### src/rtl/sub_pkg.sv
// Shared constants and FSM state encoding for the serial arithmetic blocks.
// Reused by the serial subtractor, the adder test and the future serial adder.
package sub_pkg;

  localparam int WIDTH_DEF = 23;
  localparam int CNT_W_DEF = 5;

  typedef enum logic [1:0] {
    IDLE  = 2'd0,
    SHIFT = 2'd1,
    DONE  = 2'd2
  } state_t;

endpackage

### src/rtl/sub_bit_cell.sv
// Single-bit full adder cell used as the serial datapath.
// Subtraction comes from feeding it ~b with an initial carry of 1.
module sub_bit_cell (
  input  logic x,
  input  logic y,
  input  logic cin,
  output logic s,
  output logic cout
);

  assign s    = x ^ y ^ cin;
  assign cout = (x & y) | (x & cin) | (y & cin);

endmodule

### src/rtl/serial_subtractor_23bit.sv
// Bit-serial two's-complement subtractor, diff = a - b, LSB first.
// One bit per clock through a single full-adder cell; valid/ready on both sides.
module serial_subtractor_23bit
  import sub_pkg::*;
#(
  parameter int WIDTH = WIDTH_DEF,
  parameter int CNT_W = CNT_W_DEF
) (
  input  logic             clk,
  input  logic             rst,
  input  logic             in_valid,
  output logic             in_ready,
  input  logic [WIDTH-1:0] a,
  input  logic [WIDTH-1:0] b,
  output logic             out_valid,
  input  logic             out_ready,
  output logic [WIDTH-1:0] diff,
  output logic             borrow_out,
  output logic             overflow,
  output logic             busy
);

  state_t           state;
  logic [WIDTH-1:0] sh_a;
  logic [WIDTH-1:0] sh_b;
  logic [CNT_W-1:0] count;
  logic             carry;
  logic             s;
  logic             carry_next;
  logic             last;

  sub_bit_cell u_cell (
    .x    (sh_a[0]),
    .y    (sh_b[0]),
    .cin  (carry),
    .s    (s),
    .cout (carry_next)
  );

  assign in_ready = (state == IDLE);
  assign busy     = (state != IDLE);
  assign last     = (count == CNT_W'(WIDTH - 1));

  // carry still holds the carry into the MSB on the last shift edge,
  // so overflow is formed directly from carry and carry_next there.
  always_ff @(posedge clk or posedge rst) begin
    if (rst) begin
      state      <= IDLE;
      sh_a       <= '0;
      sh_b       <= '0;
      count      <= '0;
      carry      <= 1'b0;
      diff       <= '0;
      borrow_out <= 1'b0;
      overflow   <= 1'b0;
      out_valid  <= 1'b0;
    end else begin
      case (state)
        IDLE: begin
          if (in_valid) begin
            sh_a  <= a;
            sh_b  <= ~b;
            carry <= 1'b1;
            count <= '0;
            state <= SHIFT;
          end
        end
        SHIFT: begin
          sh_a  <= sh_a >> 1;
          sh_b  <= sh_b >> 1;
          diff  <= {s, diff[WIDTH-1:1]};
          carry <= carry_next;
          count <= count + CNT_W'(1);
          if (last) begin
            state      <= DONE;
            out_valid  <= 1'b1;
            borrow_out <= ~carry_next;
            overflow   <= carry ^ carry_next;
          end
        end
        DONE: begin
          if (out_ready) begin
            state     <= IDLE;
            out_valid <= 1'b0;
          end
        end
        default: state <= IDLE;
      endcase
    end
  end

endmodule

### config.mk
export PLATFORM = sky130hd
export DESIGN_NAME = serial_subtractor_23bit
export DESIGN_NICKNAME = d
export VERILOG_FILES = /design/src/rtl/sub_pkg.sv /design/src/rtl/sub_bit_cell.sv /design/src/rtl/serial_subtractor_23bit.sv
export SDC_FILE = /design/constraint.sdc
export NUM_CORES = 1
export LEC_CHECK = 0
export ABC_AREA = 1
export ABC_CLOCK_PERIOD_IN_PS = 2700
export CORE_ASPECT_RATIO = 1.75
export CORE_MARGIN = 2
export CORE_UTILIZATION = 53
export CTS_BUF_LIST = sky130_fd_sc_hd__clkbuf_2 sky130_fd_sc_hd__clkbuf_4 sky130_fd_sc_hd__clkbuf_8
export DETAILED_ROUTE_END_ITERATION = 16
export MAX_ROUTING_LAYER = met4
export PLACE_DENSITY = 0.94
export SYNTH_ARGS = -nofsm -noshare
export SYNTH_HDL_FRONTEND = slang
export SYNTH_SLANG_ARGS = --single-unit
export TNS_END_PERCENT = 50
### constraint.sdc
create_clock -name clk -period 2.7 [get_ports clk]
set_input_delay 0.405 -clock clk [delete_from_list [all_inputs] [get_ports clk]]
set_output_delay 0.405 -clock clk [all_outputs]
set_load 0.02 [all_outputs]
# ---- Word-level counts from Yosys, hierarchy flattened
# Index checks and enable logic that the tools add are counted.
dict set report word_totals {
  register_bits 80
  input_bits 50
  out_inout_bits 28
  wordCells 49
}
dict set report op_classes {
  add_sub_neg 1
  n_eq_ne 6
  muxes 15
  bitwise_logic 10
  reduce_logical 8
}
# op n
set op_table {}
lappend op_table {{23-bit case mux with 2 select lines} 2}
lappend op_table {{23-bit 2-to-1 mux} 2}
lappend op_table {{23-bit inverter} 1}
lappend op_table {{5-bit case mux with 2 select lines} 1}
lappend op_table {{2-bit 2-to-1 mux} 3}
lappend op_table {{2-bit != test, second input constant} 3}
lappend op_table {{2-bit case mux with 3 select lines} 1}
lappend op_table {{3-bit AND reduction} 2}
lappend op_table {{2-bit nonzero test} 3}
lappend op_table {{5-bit by 1-bit adder with 5-bit output, second input constant} 1}
lappend op_table {{5-bit == test, second input constant} 1}
lappend op_table {{5-bit 2-to-1 mux} 1}
lappend op_table {{1-bit case mux with 2 select lines} 2}
lappend op_table {{2-bit AND reduction} 2}
lappend op_table {{1-bit bitwise AND} 3}
lappend op_table {{1-bit 2-to-1 mux} 3}
lappend op_table {{1-bit XOR} 3}
lappend op_table {{2-bit by 1-bit == test with 1-bit output, second input constant} 1}
lappend op_table {{2-bit == test, second input constant} 1}
lappend op_table {{2-bit zero test} 1}
lappend op_table {{1-bit bitwise OR} 2}
lappend op_table {{1-bit inverter} 1}

# ---- Depth between registers and ports, before layout
# Gate-level depths: netlist of the first run.
dict set report depth {
  ltp_word 4
  depth_mapped 7
  ltp_nobuf 7
}

# ---- Modules after synthesis
# Synthesis of the first run repeated with hierarchy kept, for this count alone.
dict set report unflattened {
  cells_unflattened 421
  hier_area_um2 3622.2
}
# mod n_inst cells_per_inst area_per_inst_um2
set modules_own_cells {}
lappend modules_own_cells {serial_subtractor_23bit 1 420 3602.2}
lappend modules_own_cells {sub_bit_cell 1 1 20.0}

# ---- Least setup slack after synthesis of the first run
# Ideal clock, no wire load.
dict set report synth_timing {
  path_type {register to output}
  startpoint {reg state[1]}
  endpoint {out busy}
  arrival_time_ns 1.048
  t_required_ns 2.295
  setup_slack_ns 1.247
  path_stages_with_launch 5
  path_buffers 2
  path_cell_list {dfrtp_1 > nor2_1 > buf_4 > buf_4 > inv_1}
}
dict set report synth_via {
  elab_chain_len 1
}
# item line
set synth_rtl {}
lappend synth_rtl {{start: declaration} serial_subtractor_23bit.sv:23} ;# state_t state;
lappend synth_rtl {{start signal: assignment} serial_subtractor_23bit.sv:48} ;# state <= IDLE;
lappend synth_rtl {{start signal: assignment} serial_subtractor_23bit.sv:65} ;# state <= SHIFT;
lappend synth_rtl {{start signal: assignment} serial_subtractor_23bit.sv:75} ;# state <= DONE;
lappend synth_rtl {{2-bit nonzero test} serial_subtractor_23bit.sv:41} ;# assign busy = (state != IDLE);
lappend synth_rtl {{end: declaration} serial_subtractor_23bit.sv:20} ;# output logic busy
# No other way between the ends.

# ---- Final worst setup path of the first run
dict set report layout_timing {
  startpoint {reg state[1]}
  endpoint {out in_ready}
}
dict set report layout_via {
  elab_chain_len 1
}
# item line
set layout_rtl {}
lappend layout_rtl {{2-bit zero test} serial_subtractor_23bit.sv:40} ;# assign in_ready = (state == IDLE);
lappend layout_rtl {{end: declaration} serial_subtractor_23bit.sv:12} ;# output logic in_ready,
# No other way between the ends.

==> summary.txt, run 1 <==
Status
  – Status: completed

Worst setup path
  – WP depth: 2
  – Slowest-stage cell, CP: clkdlybuf4s50_1
  – CP cell instances: nor2_4, clkdlybuf4s50_1
  – Largest delay share family, worst path: buffers and inverters
  – Crit path DAT: around 1600 ps
  – Worst EP required: between 2000 and 2500 ps
  – CP Capture Type: primary output
  – R2r setup slk: between 800 and 900 ps
  – Reg2reg start: state[1]
  – Crit path launch type: flop
  – Setup crit end: in_ready
  – Worst path buffer plus inverter count: 1
  – Worst R2R Path Depth: 5
  – Critical path's largest stage delay: ~620 ps
  – RR Endpoint: sh_a[9]
  – Worst setup startpoint: state[1]
  – Kind of critical path: reg -> out
  – CP max FO: 5

Placement
  – Detail Placement HPWL: about 5.6 mm
  – Port bufs: a little under 80
  – Pre-CTS setup slack: 917 ps
  – GPL Wtd Cong: between 0.8 and 0.9
  – Dpl cell area: roughly 0.0044 mm²

Synthesis
  – Syn_nets: around 480
  – Yosys cell types: 19
  – Synth Area in Simple Gates: 36.4%
  – Post-synthesis xor/xnor area fraction: less than 1%
  – Post-Synthesis Cells: about 420
  – Mux cell area share after synthesis: 0%
  – Avg Inst Size Synth: between 8 and 9 µm²
  – Main combinational cell family by area after synthesis: simple AND/OR/NAND/NOR gates
  – #FFs+latches synth: 80
  – Sequential element share of the synthesized area: ~55%
  – Yosys Warn Count: 0
  – Cell Area, Synth: around 0.0036 mm²
  – Post-Synth Adder-Cell Area: around 1.2%
  – Post-synthesis compound-gate area fraction: approximately 1.2%

Cells and area
  – Area delta synth->final: 27.1%
  – N_diodes: 0
  – Multi-input logic area: around 0.0014 mm²
  – Fillers: between 500 and 600
  – Fraction of layout cells with a size suffix above 1: between 5 and 6%
  – Final Cell Area: between 0.004 and 0.005 mm²
  – Fin nets: 541
  – Sequential cell area: about 0.002 mm²

Global route
  – Largest net degree at the start of global routing: a little over 80
  – First-pass GRT wire length: between 10 and 15 mm
  – Initial antenna violation count: 0
  – Vias in the first global route: roughly 3000
  – Overflow after GRT: 0
  – Overall routing resource usage: a little under a quarter

Timing
  – Max-slew headroom: about 53%
  – Final setup vio count: 0
  – Final period util: approximately three quarters
  – Worst Tran Pin Value: between 700 and 800 ps
  – Clock Skew: around 12 ps
  – Setup_tns: 0 ps
  – Fmax: 492 MHz
  – Fin. max-slew vios: 0
  – RSZ-0062 raised after global routing: false
  – Final min period: a little over 2000 ps
  – Final worst setup slack: between 600 and 700 ps
  – Count of final hold-check violations: 0

Clock tree
  – Bufs on Longest Clock Path: 2
  – H-Tree Depth: 3
  – Clock Tree Root: clkbuf_8
  – Post-CTS sizing: 0
  – Total CTS buffers: 9
  – CTS Hold Bufs: 0
  – TritonCTS clock tree: yes
  – CTS clock-pin slew for the worst setup and hold paths: around 90 ps
  – Clk Latency, worst-skew pair: 350 ps
  – Sink Count: 80
  – Setup bufs post-CTS: 0

Hold path
  – Min-Delay Path Class: in -> async

Power
  – P_sw: roughly 0.0018 W
  – Clock share of power: a little under a fifth
  – Flop pwr share: 44.5%
  – Worst VDD drop: a little over 600 µV
  – Int Power: approximately 0.0028 W
  – Logic pwr share: around 37%
  – Leak: 2.18 nW
  – Fraction of power spent switching nets: 38.9%
  – PwrDens: 979 mW/mm²

Drt
  – Metal-1 WL: between 3 and 4 mm
  – Routed length per instance: between 10 and 15 µm
  – Met3 Wirelength: about 260 µm
  – Routed wl met2: approximately 4.4 mm
  – Top Layer Used: met4
  – Final ANT Viol Nets: 0
  – Starting DRC count in detailed routing: around 220
  – DRT Pass-1 Iters: 4
  – WL final: between 8 and 9 mm
  – Drt drc: 0
  – Vias per inst: 5.43
  – Total number of vias: ~3100

Floorplan
  – Die W: between 60 and 70 µm
  – Num rows: 40
  – Die area: approximately 0.0076 mm²
  – Core Footprint: ~0.0068 mm²
  – I/O Pins: a little under 80
  – DIE HEIGHT: ~110 µm
  – Initial core utilization: between 50% and 60%

Run
  – Max_cap viols: 0
metrics by stage:
stage	total power, W	util (%)	std cells	hold slack (ps)
2_1_floorplan	0.00307	-	423	466
3_3_place_gp	0.00361	65.6	561	474
3_5_place_dp	0.00373	65.6	561	480
4_1_cts	0.00454	68.4	577	465
5_1_grt	0.00484	68.4	577	512
6_report	0.00452	68.4	577	427
how the worst min path moves through the flow:
stage,from,end,cells past startpoint
after global routing,rst,diff[11],3
final,rst,diff[11],3
after floorplan,sh_a[16],sh_a[15],2
after detailed placement,sh_a[15],sh_a[14],2
after global placement,borrow_out,borrow_out,2
after CTS,rst,diff[11],3
state kept, by name, summed over array words and instances (netlist names):
| signal | cells |
|---|---|
| count | 5 |
| sh_b | 23 |
| overflow | 1 |
| borrow_out | 1 |
| out_valid | 1 |
| carry | 1 |
| state | 2 |
| diff | 23 |
| sh_a | 23 |
cell type report:
class                   count  area share (%)
flip-flops and latches     80            43.3
multi-input cells         298            31.0
repair buffers             85            18.3
clock buffers              10            2.98
well taps                  84            2.27
inverters                  14            1.16
clock inverters             6            1.06
power groups by stage:
stage | logic [W] | registers [W] | clock network [W]
floorplan | 0.000946 | 0.00212 | 0
global placement | 0.00161 | 0.00200 | 0
detailed placement | 0.00170 | 0.00202 | 0
CTS | 0.00171 | 0.00201 | 0.000825
global route | 0.00190 | 0.00206 | 0.000878
finish | 0.00169 | 0.00201 | 0.000821
tightest hold or removal path, cell delays in order:
cell	delay [ps]
clkdlybuf4s50_1	420
clkinv_2	70
buf_12	310
cell usage after synthesis:
| master | number | share of area, % |
|---|---|---|
| nor2_4 | 1 | 0.31 |
| xnor2_1 | 1 | 0.24 |
| clkbuf_1 | 4 | 0.41 |
| inv_1 | 13 | 1.3 |
| nand3b_1 | 22 | 4.5 |
| dfrtp_1 | 80 | 55 |
| nand2_1 | 128 | 13 |
| buf_4 | 5 | 1.0 |
| nor2_1 | 6 | 0.62 |
| o21ai_0 | 8 | 1.1 |
| buf_2 | 18 | 2.5 |
| nand4_1 | 2 | 0.34 |
| ha_1 | 2 | 0.69 |
| nand3_1 | 125 | 17 |
| inv_2 | 1 | 0.10 |
| o21ai_1 | 1 | 0.14 |
| nand2_2 | 1 | 0.17 |
| fa_1 | 1 | 0.55 |
| buf_1 | 4 | 0.41 |
cells in the final DEF (no fill, tap or decap):
cell and n:
clkinvlp_4 3, inv_6 3, nand2_2 1, o21ai_0 8, clkinv_2 1, fa_1 1
dfrtp_1 80, nand2_1 128, nand3b_1 22, nor2_4 2, nor2_1 5, buf_4 7
ha_1 2, nand3_1 125, clkbuf_8 10, inv_2 1, o21ai_1 1, clkdlybuf4s50_1 77
xnor2_1 1, nand4_1 2, inv_1 12, buf_12 1
cell families (layout without fill, tap and decap cells):
family / count (synthesis) / in the layout
flip-flops: 80 / 80
adder cells (fa/ha/maj): 3 / 3
XOR/XNOR: 1 / 1
buffers and inverters: 45 / 115
AND/OR/NAND/NOR: 285 / 285
AO/OA/AOI/OAI: 9 / 9
metal layers:
layer | up-vias | track usage, %
li1 | 1531 | -
met1 | 1501 | 27.3
met5 | - | -
met3 | 20 | 2.86
met2 | 83 | 39.3
met4 | 0 | 11.3
Note: power is estimated with default switching activity, not from simulation.
==> run 2: changes to the inputs <==
- ABC_CLOCK_PERIOD_IN_PS: 2700 -> 1900
- clock period: 2.7 -> 1.9 ns (I/O delays scaled with it)
==> run 2 against run 1 <==
  * Setup slack lost 630 ps
  * Power grew 45%
  * Hold slack lost 68 ps
  * Clock skew shrank 5.8 ps
  * Via count grew 4.1%
  * Die area is the same
  * Critical path type unchanged
  * Largest cell class unchanged
  * Largest power group unchanged
==> summary.txt, run 2 (same netlist as run 1, synthesis figures left out) <==
Floorplan
  – Die area: 0.00756 mm² (unchanged)
  – Core Footprint: 0.00676 mm² (unchanged)
  – I/O Pins: 78 (unchanged)
  – DIE HEIGHT: 114 µm (unchanged)
  – Num rows: 40 (unchanged)
  – Die W: 66.6 µm (unchanged)
  – Initial core utilization: 53.8% (unchanged)

Clock tree
  – Bufs on Longest Clock Path: 2 (unchanged)
  – Sink Count: 80 (unchanged)
  – Clock Tree Root: clkbuf_8
  – Clk Latency, worst-skew pair: 350 ps (about the same)
  – Setup bufs post-CTS: 0 (unchanged)
  – H-Tree Depth: 3 (unchanged)
  – CTS clock-pin slew for the worst setup and hold paths: 80 ps (about the same)
  – CTS Hold Bufs: 0 (unchanged)
  – TritonCTS clock tree: yes
  – Total CTS buffers: 9 (unchanged)

Cells and area
  – Multi-input logic area: 0.00143 mm² (unchanged)
  – N_diodes: 0 (unchanged)
  – Fraction of layout cells with a size suffix above 1: 6.65% (+0.77 points)
  – Sequential cell area: 0.00200 mm² (about the same)
  – Commonest non-fill, non-tap cell in the layout: nand2_1
  – Fillers: 506 (-3.3%)
  – Most frequent cells in the layout: 128 x nand2_1, 125 x nand3_1, 79 x dfrtp_1
  – Top flop regs: diff: 23 flops, sh_a: 23 flops, sh_b: 23 flops
  – Area delta synth->final: 28.6%
  – Fin nets: 544 (+0.55%)

Worst setup path
  – CP max FO: 3 (-2)
  – CP Capture Type: primary output
  – Kind of critical path: reg -> out
  – Worst EP required: 1620 ps (-680 ps)
  – Crit path DAT: 1570 ps (-60 ps)
  – Worst R2R Path Depth: 5 (unchanged)
  – Crit path launch type: flop

Timing
  – Final period util: 97.9%
  – Worst Tran Pin Value: 582 ps (-118 ps)
  – Final setup vio count: 0 (unchanged)
  – Fmax: ~540 MHz
  – Max-slew headroom: 61.1% (+7.9 points)
  – Clock Skew: 6.00 ps (-5.77 ps)
  – Hold_ws: 358 ps (-68.4 ps)
  – Setup_tns: 0 ps (unchanged)
  – RSZ-0062 raised after global routing: false
  – Count of final hold-check violations: 0 (unchanged)
  – Fin. max-slew vios: 0 (unchanged)
  – Final min period: about 1900 ps

Hold path
  – Min-Delay Path Class: in -> async

Power
  – Leak: 2.22 nW (+1.8%)
  – Worst VDD drop: 640 µV (+5.4%)
  – PwrDens: 1410 mW/mm² (+44%)

Global route
  – Overflow after GRT: 0 (unchanged)
  – Initial antenna violation count: 0 (unchanged)
  – Largest net degree at the start of global routing: 52 (-36%)
  – Vias in the first global route: 3229 (+7.2%)
  – Overall routing resource usage: 25.9% (+2.5 points)
  – First-pass GRT wire length: 14.6 mm (+9.8%)

Drt
  – Vias per inst: 5.63 (+3.5%)
  – Total number of vias: 3263 (+4.1%)
  – Starting DRC count in detailed routing: 343 (+57%)
  – DRT Pass-1 Iters: 6 (+2)
  – Routed length per instance: 15.2 µm (+9.3%)
  – WL final: 8.79 mm (+9.9%)
  – Final ANT Viol Nets: 0 (unchanged)
  – Drt drc: 0 (unchanged)

Placement
  – Detail Placement HPWL: 6.02 mm (+7.4%)
  – Port bufs: 77 (unchanged)
  – GPL Wtd Cong: 0.909 (+3.7%)

Status
  – Status: completed

Run
  – Max_cap viols: 0 (unchanged)
-- run 2: report_power, final --
part / switching [W] / internal [W] / total (W)
combinational: 0.00141 / 0.00105 / 0.00246
sequential: 0.000505 / 0.00238 / 0.00288
clock: 0.000583 / 0.000650 / 0.00123
total: 0.00250 / 0.00407 / 0.00657
-- run 2: layout make-up --
| cell class | count | area share, % |
|---|---|---|
| inverter | 14 | 1.20 |
| sequential | 80 | 42.9 |
| multi-input combinational | 298 | 30.6 |
| timing repair buffer | 88 | 18.8 |
| clock inverter | 2 | 0.214 |
| tap | 84 | 2.25 |
| clock buffer | 14 | 4.12 |
-- run 2: path summary, 6_finish.rpt --
| kind | to | startpoint | slack (ps) |
|---|---|---|---|
| worst max register to register | sh_b[5] | state[1] | 290 |
| min in group clk | out_valid | out_valid | 500 |
| worst max-delay path | busy | state[0] | 40 |
| max in group asynchronous | state[1] | rst | 1200 |
| worst min register to register | out_valid | out_valid | 500 |
| worst min-delay path | sh_b[3] | rst | 360 |
-- run 2: critical path: stages (launching register included) --
cell             delay (ps)
dfrtp_1                 450
nor2_4                  200
inv_1                    50
clkdlybuf4s50_1         530
-- run 2: repair_timing --
| item | in CTS | in global routing |
|---|---|---|
| gates resized for setup | 1 | 1 |
| endpoints found under the hold margin | 0 | 0 |
| pin swaps | 0 | 0 |
| gates cloned | 0 | 0 |
| setup endpoints to repair | 1 | 1 |
-- run 2: metal layers --
layer | GRT usage [%] | part of all wire (%) | up-vias
li1 | - | - | 1533
met1 | 28.9 | 36 | 1559
met3 | 3.25 | 5.0 | 30
met2 | 45.9 | 56 | 141
met4 | 10.5 | 3.1 | 0
met5 | - | 0 | -
-- run 2: through the flow --
step           instance area [µm²]  cells  util (%)  worst slack, ps  power, W
2_1_floorplan                 3640    423         -              567   0.00436
3_3_place_gp                  4470    564      66.2              307   0.00515
5_1_grt                       4670    580      69.2             5.15   0.00701
6_report                      4670    580      69.2             40.2   0.00657
3_5_place_dp                  4470    564      66.2              230   0.00534
4_1_cts                       4670    580      69.2             15.6   0.00658
==> run 3: changes to the inputs <==
- CORE_UTILIZATION: 53 -> 45
- CTS_BUF_LIST: sky130_fd_sc_hd__clkbuf_2 sky130_fd_sc_hd__clkbuf_4 sky130_fd_sc_hd__clkbuf_8 -> not set
- PLACE_DENSITY: 0.94 -> 0.83
==> run 3 against run 2 <==
  * Critical path type unchanged
  * Largest cell class unchanged
  * Critical path depth is the same
  * Sequential power is 1% lower
  * Critical endpoint unchanged
  * Fmax increased by 1.1%
==> summary.txt, run 3 (same netlist as run 1, synthesis figures left out) <==
Drt
  – WL final: 8.19 mm (-6.9%)
  – Starting DRC count in detailed routing: 267 (-22%)
  – Drt drc: 0 (unchanged)
  – DRT Pass-1 Iters: 5 (-1)
  – Final ANT Viol Nets: 0 (unchanged)
  – Vias per inst: 5.42 (-3.6%)
  – Routed length per instance: 14.0 µm (-7.5%)
  – Total number of vias: 3168 (-2.9%)

Global route
  – First-pass GRT wire length: 13.7 mm (-6.0%)
  – Vias in the first global route: 3029 (-6.2%)
  – Overall routing resource usage: 20.6% (-5.3 points)
  – Largest net degree at the start of global routing: 47 (-9.6%)
  – Overflow after GRT: 0 (unchanged)
  – Initial antenna violation count: 0 (unchanged)

Timing
  – Final period util: 96.8% (-1.1 points)
  – Count of final hold-check violations: 0 (unchanged)
  – Fmax: 544 MHz (+1.1%)
  – Max-slew headroom: 68.4% (+7.3 points)
  – Clock Skew: 3.23 ps (-2.77 ps)
  – Setup_tns: 0 ps (unchanged)
  – RSZ-0062 raised after global routing: false
  – Hold_ws: 328 ps (-30.8 ps)
  – Final min period: 1840 ps (-21.1 ps)
  – Worst Tran Pin Value: 474 ps (-108 ps)
  – Final setup vio count: 0 (unchanged)
  – Fin. max-slew vios: 0 (unchanged)
  – Final worst setup slack: 61.3 ps (+21.1 ps)

Clock tree
  – Clock Tree Root: clkbuf_16
  – Bufs on Longest Clock Path: 2 (unchanged)
  – CTS clock-pin slew for the worst setup and hold paths: 50 ps (-30 ps)
  – TritonCTS clock tree: yes
  – CTS Hold Bufs: 0 (unchanged)
  – Clk Latency, worst-skew pair: 330 ps (-20 ps)
  – Sink Count: 80 (unchanged)
  – Total CTS buffers: 9 (unchanged)
  – Setup bufs post-CTS: 0 (unchanged)
  – Post-CTS sizing: 0 (-1)
  – H-Tree Depth: 3 (unchanged)

Power
  – Worst VDD drop: 842 µV (+32%)
  – PwrDens: 1440 mW/mm² (+2.1%)
  – Leak: 2.27 nW (+2.3%)

Floorplan
  – Initial core utilization: 46.0% (-7.8 points)
  – Die W: 71.9 µm (+8.0%)
  – DIE HEIGHT: 123 µm (+8.2%)
  – Die area: 0.00884 mm² (+17%)
  – I/O Pins: 78 (unchanged)
  – Num rows: 43 (+7.5%)
  – Core Footprint: 0.00791 mm² (+17%)

Cells and area
  – Commonest non-fill, non-tap cell in the layout: nand2_1
  – N_diodes: 0 (unchanged)
  – Area delta synth->final: 31.8%
  – Most frequent cells in the layout: 127 x nand2_1, 125 x nand3_1, 80 x dfrtp_1
  – Fin nets: 544 (unchanged)
  – Top flop regs: diff: 23 flops, sh_a: 23 flops, sh_b: 23 flops
  – Fraction of layout cells with a size suffix above 1: 6.07% (-0.58 points)

Worst setup path
  – Kind of critical path: reg -> out
  – Worst EP required: 1620 ps (about the same)
  – CP Capture Type: primary output
  – Worst R2R Path Depth: 4 (-1)
  – Setup crit end: busy
  – Crit path DAT: 1550 ps (-20 ps)
  – R2r setup slk: 450 ps (+160 ps)
  – CP max FO: 5 (+2)
  – Worst setup startpoint: state[1]
  – Crit path launch type: flop
  – Reg2reg start: state[1]
  – RR Endpoint: sh_b[8]

Placement
  – Detail Placement HPWL: 5.76 mm (-4.3%)
  – Pre-CTS setup slack: 373 ps (+143 ps)
  – Port bufs: 77 (unchanged)
  – GPL Wtd Cong: 0.815 (-10%)

Status
  – Status: completed

Run
  – Max_cap viols: 0 (unchanged)

Hold path
  – Min-Delay Path Class: in -> async
-- run 3: cell types whose count changed in the layout (fill, tap and decap cells not counted), moves of 2 or more --
cell	delta
buf_4	-3
clkinv_2	-2
clkbuf_1	+2
buf_12	+3
clkbuf_16	+9
clkbuf_8	-11
-- run 3: report_power, final --
| part | total, W | internal, W | switching [W] | leakage, nW |
|---|---|---|---|---|
| registers | 0.00284 | 0.00238 | 0.000458 | 1.03 |
| logic | 0.00245 | 0.00108 | 0.00138 | 1.11 |
| clock network | 0.00158 | 0.000977 | 0.000605 | 0.135 |
| total | 0.00688 | 0.00443 | 0.00244 | 2.27 |
-- run 3: critical path: stages (launching register included) --
cell and delay (ps):
dfrtp_1 500, nor2_4 70, inv_1 60, clkdlybuf4s50_1 590
-- run 3: per-stage QoR --
step	util (%)	instances	instance area, µm²	total power [W]
2_1_floorplan	-	423	3640	0.00436
3_3_place_gp	57.1	570	4510	0.00521
3_5_place_dp	57.1	570	4510	0.00532
4_1_cts	60.5	584	4790	0.00693
5_1_grt	60.6	584	4790	0.00738
6_report	60.6	584	4790	0.00688
-- run 3: worst min-delay path by stage --
stage                 endpoint  slack (ps)  depth (start not counted)
global route           sh_b[3]         370                          2
detailed placement  borrow_out         470                          2
finish                 sh_b[3]         330                          2
global placement       diff[0]         470                          2
floorplan             state[1]         390                          1
CTS                    sh_b[4]         340                          2
-- run 3: area by class of cell --
type / instances / area (µm²)
repair buffers: 88 / 913
flip-flops and latches: 80 / 2000
multi-input cells: 298 / 1430
inverters: 14 / 56.3
fillers: 694 / 3120
clock buffers: 14 / 274
well taps: 90 / 113
-- run 3: metal layers --
metal / up-vias / routed length, µm / track usage, %
met5: - / 0 / -
met4: 0 / 196 / 8.61
met3: 15 / 380 / 4.16
met2: 101 / 4370 / 34.4
met1: 1519 / 3240 / 24.2
li1: 1533 / - / -
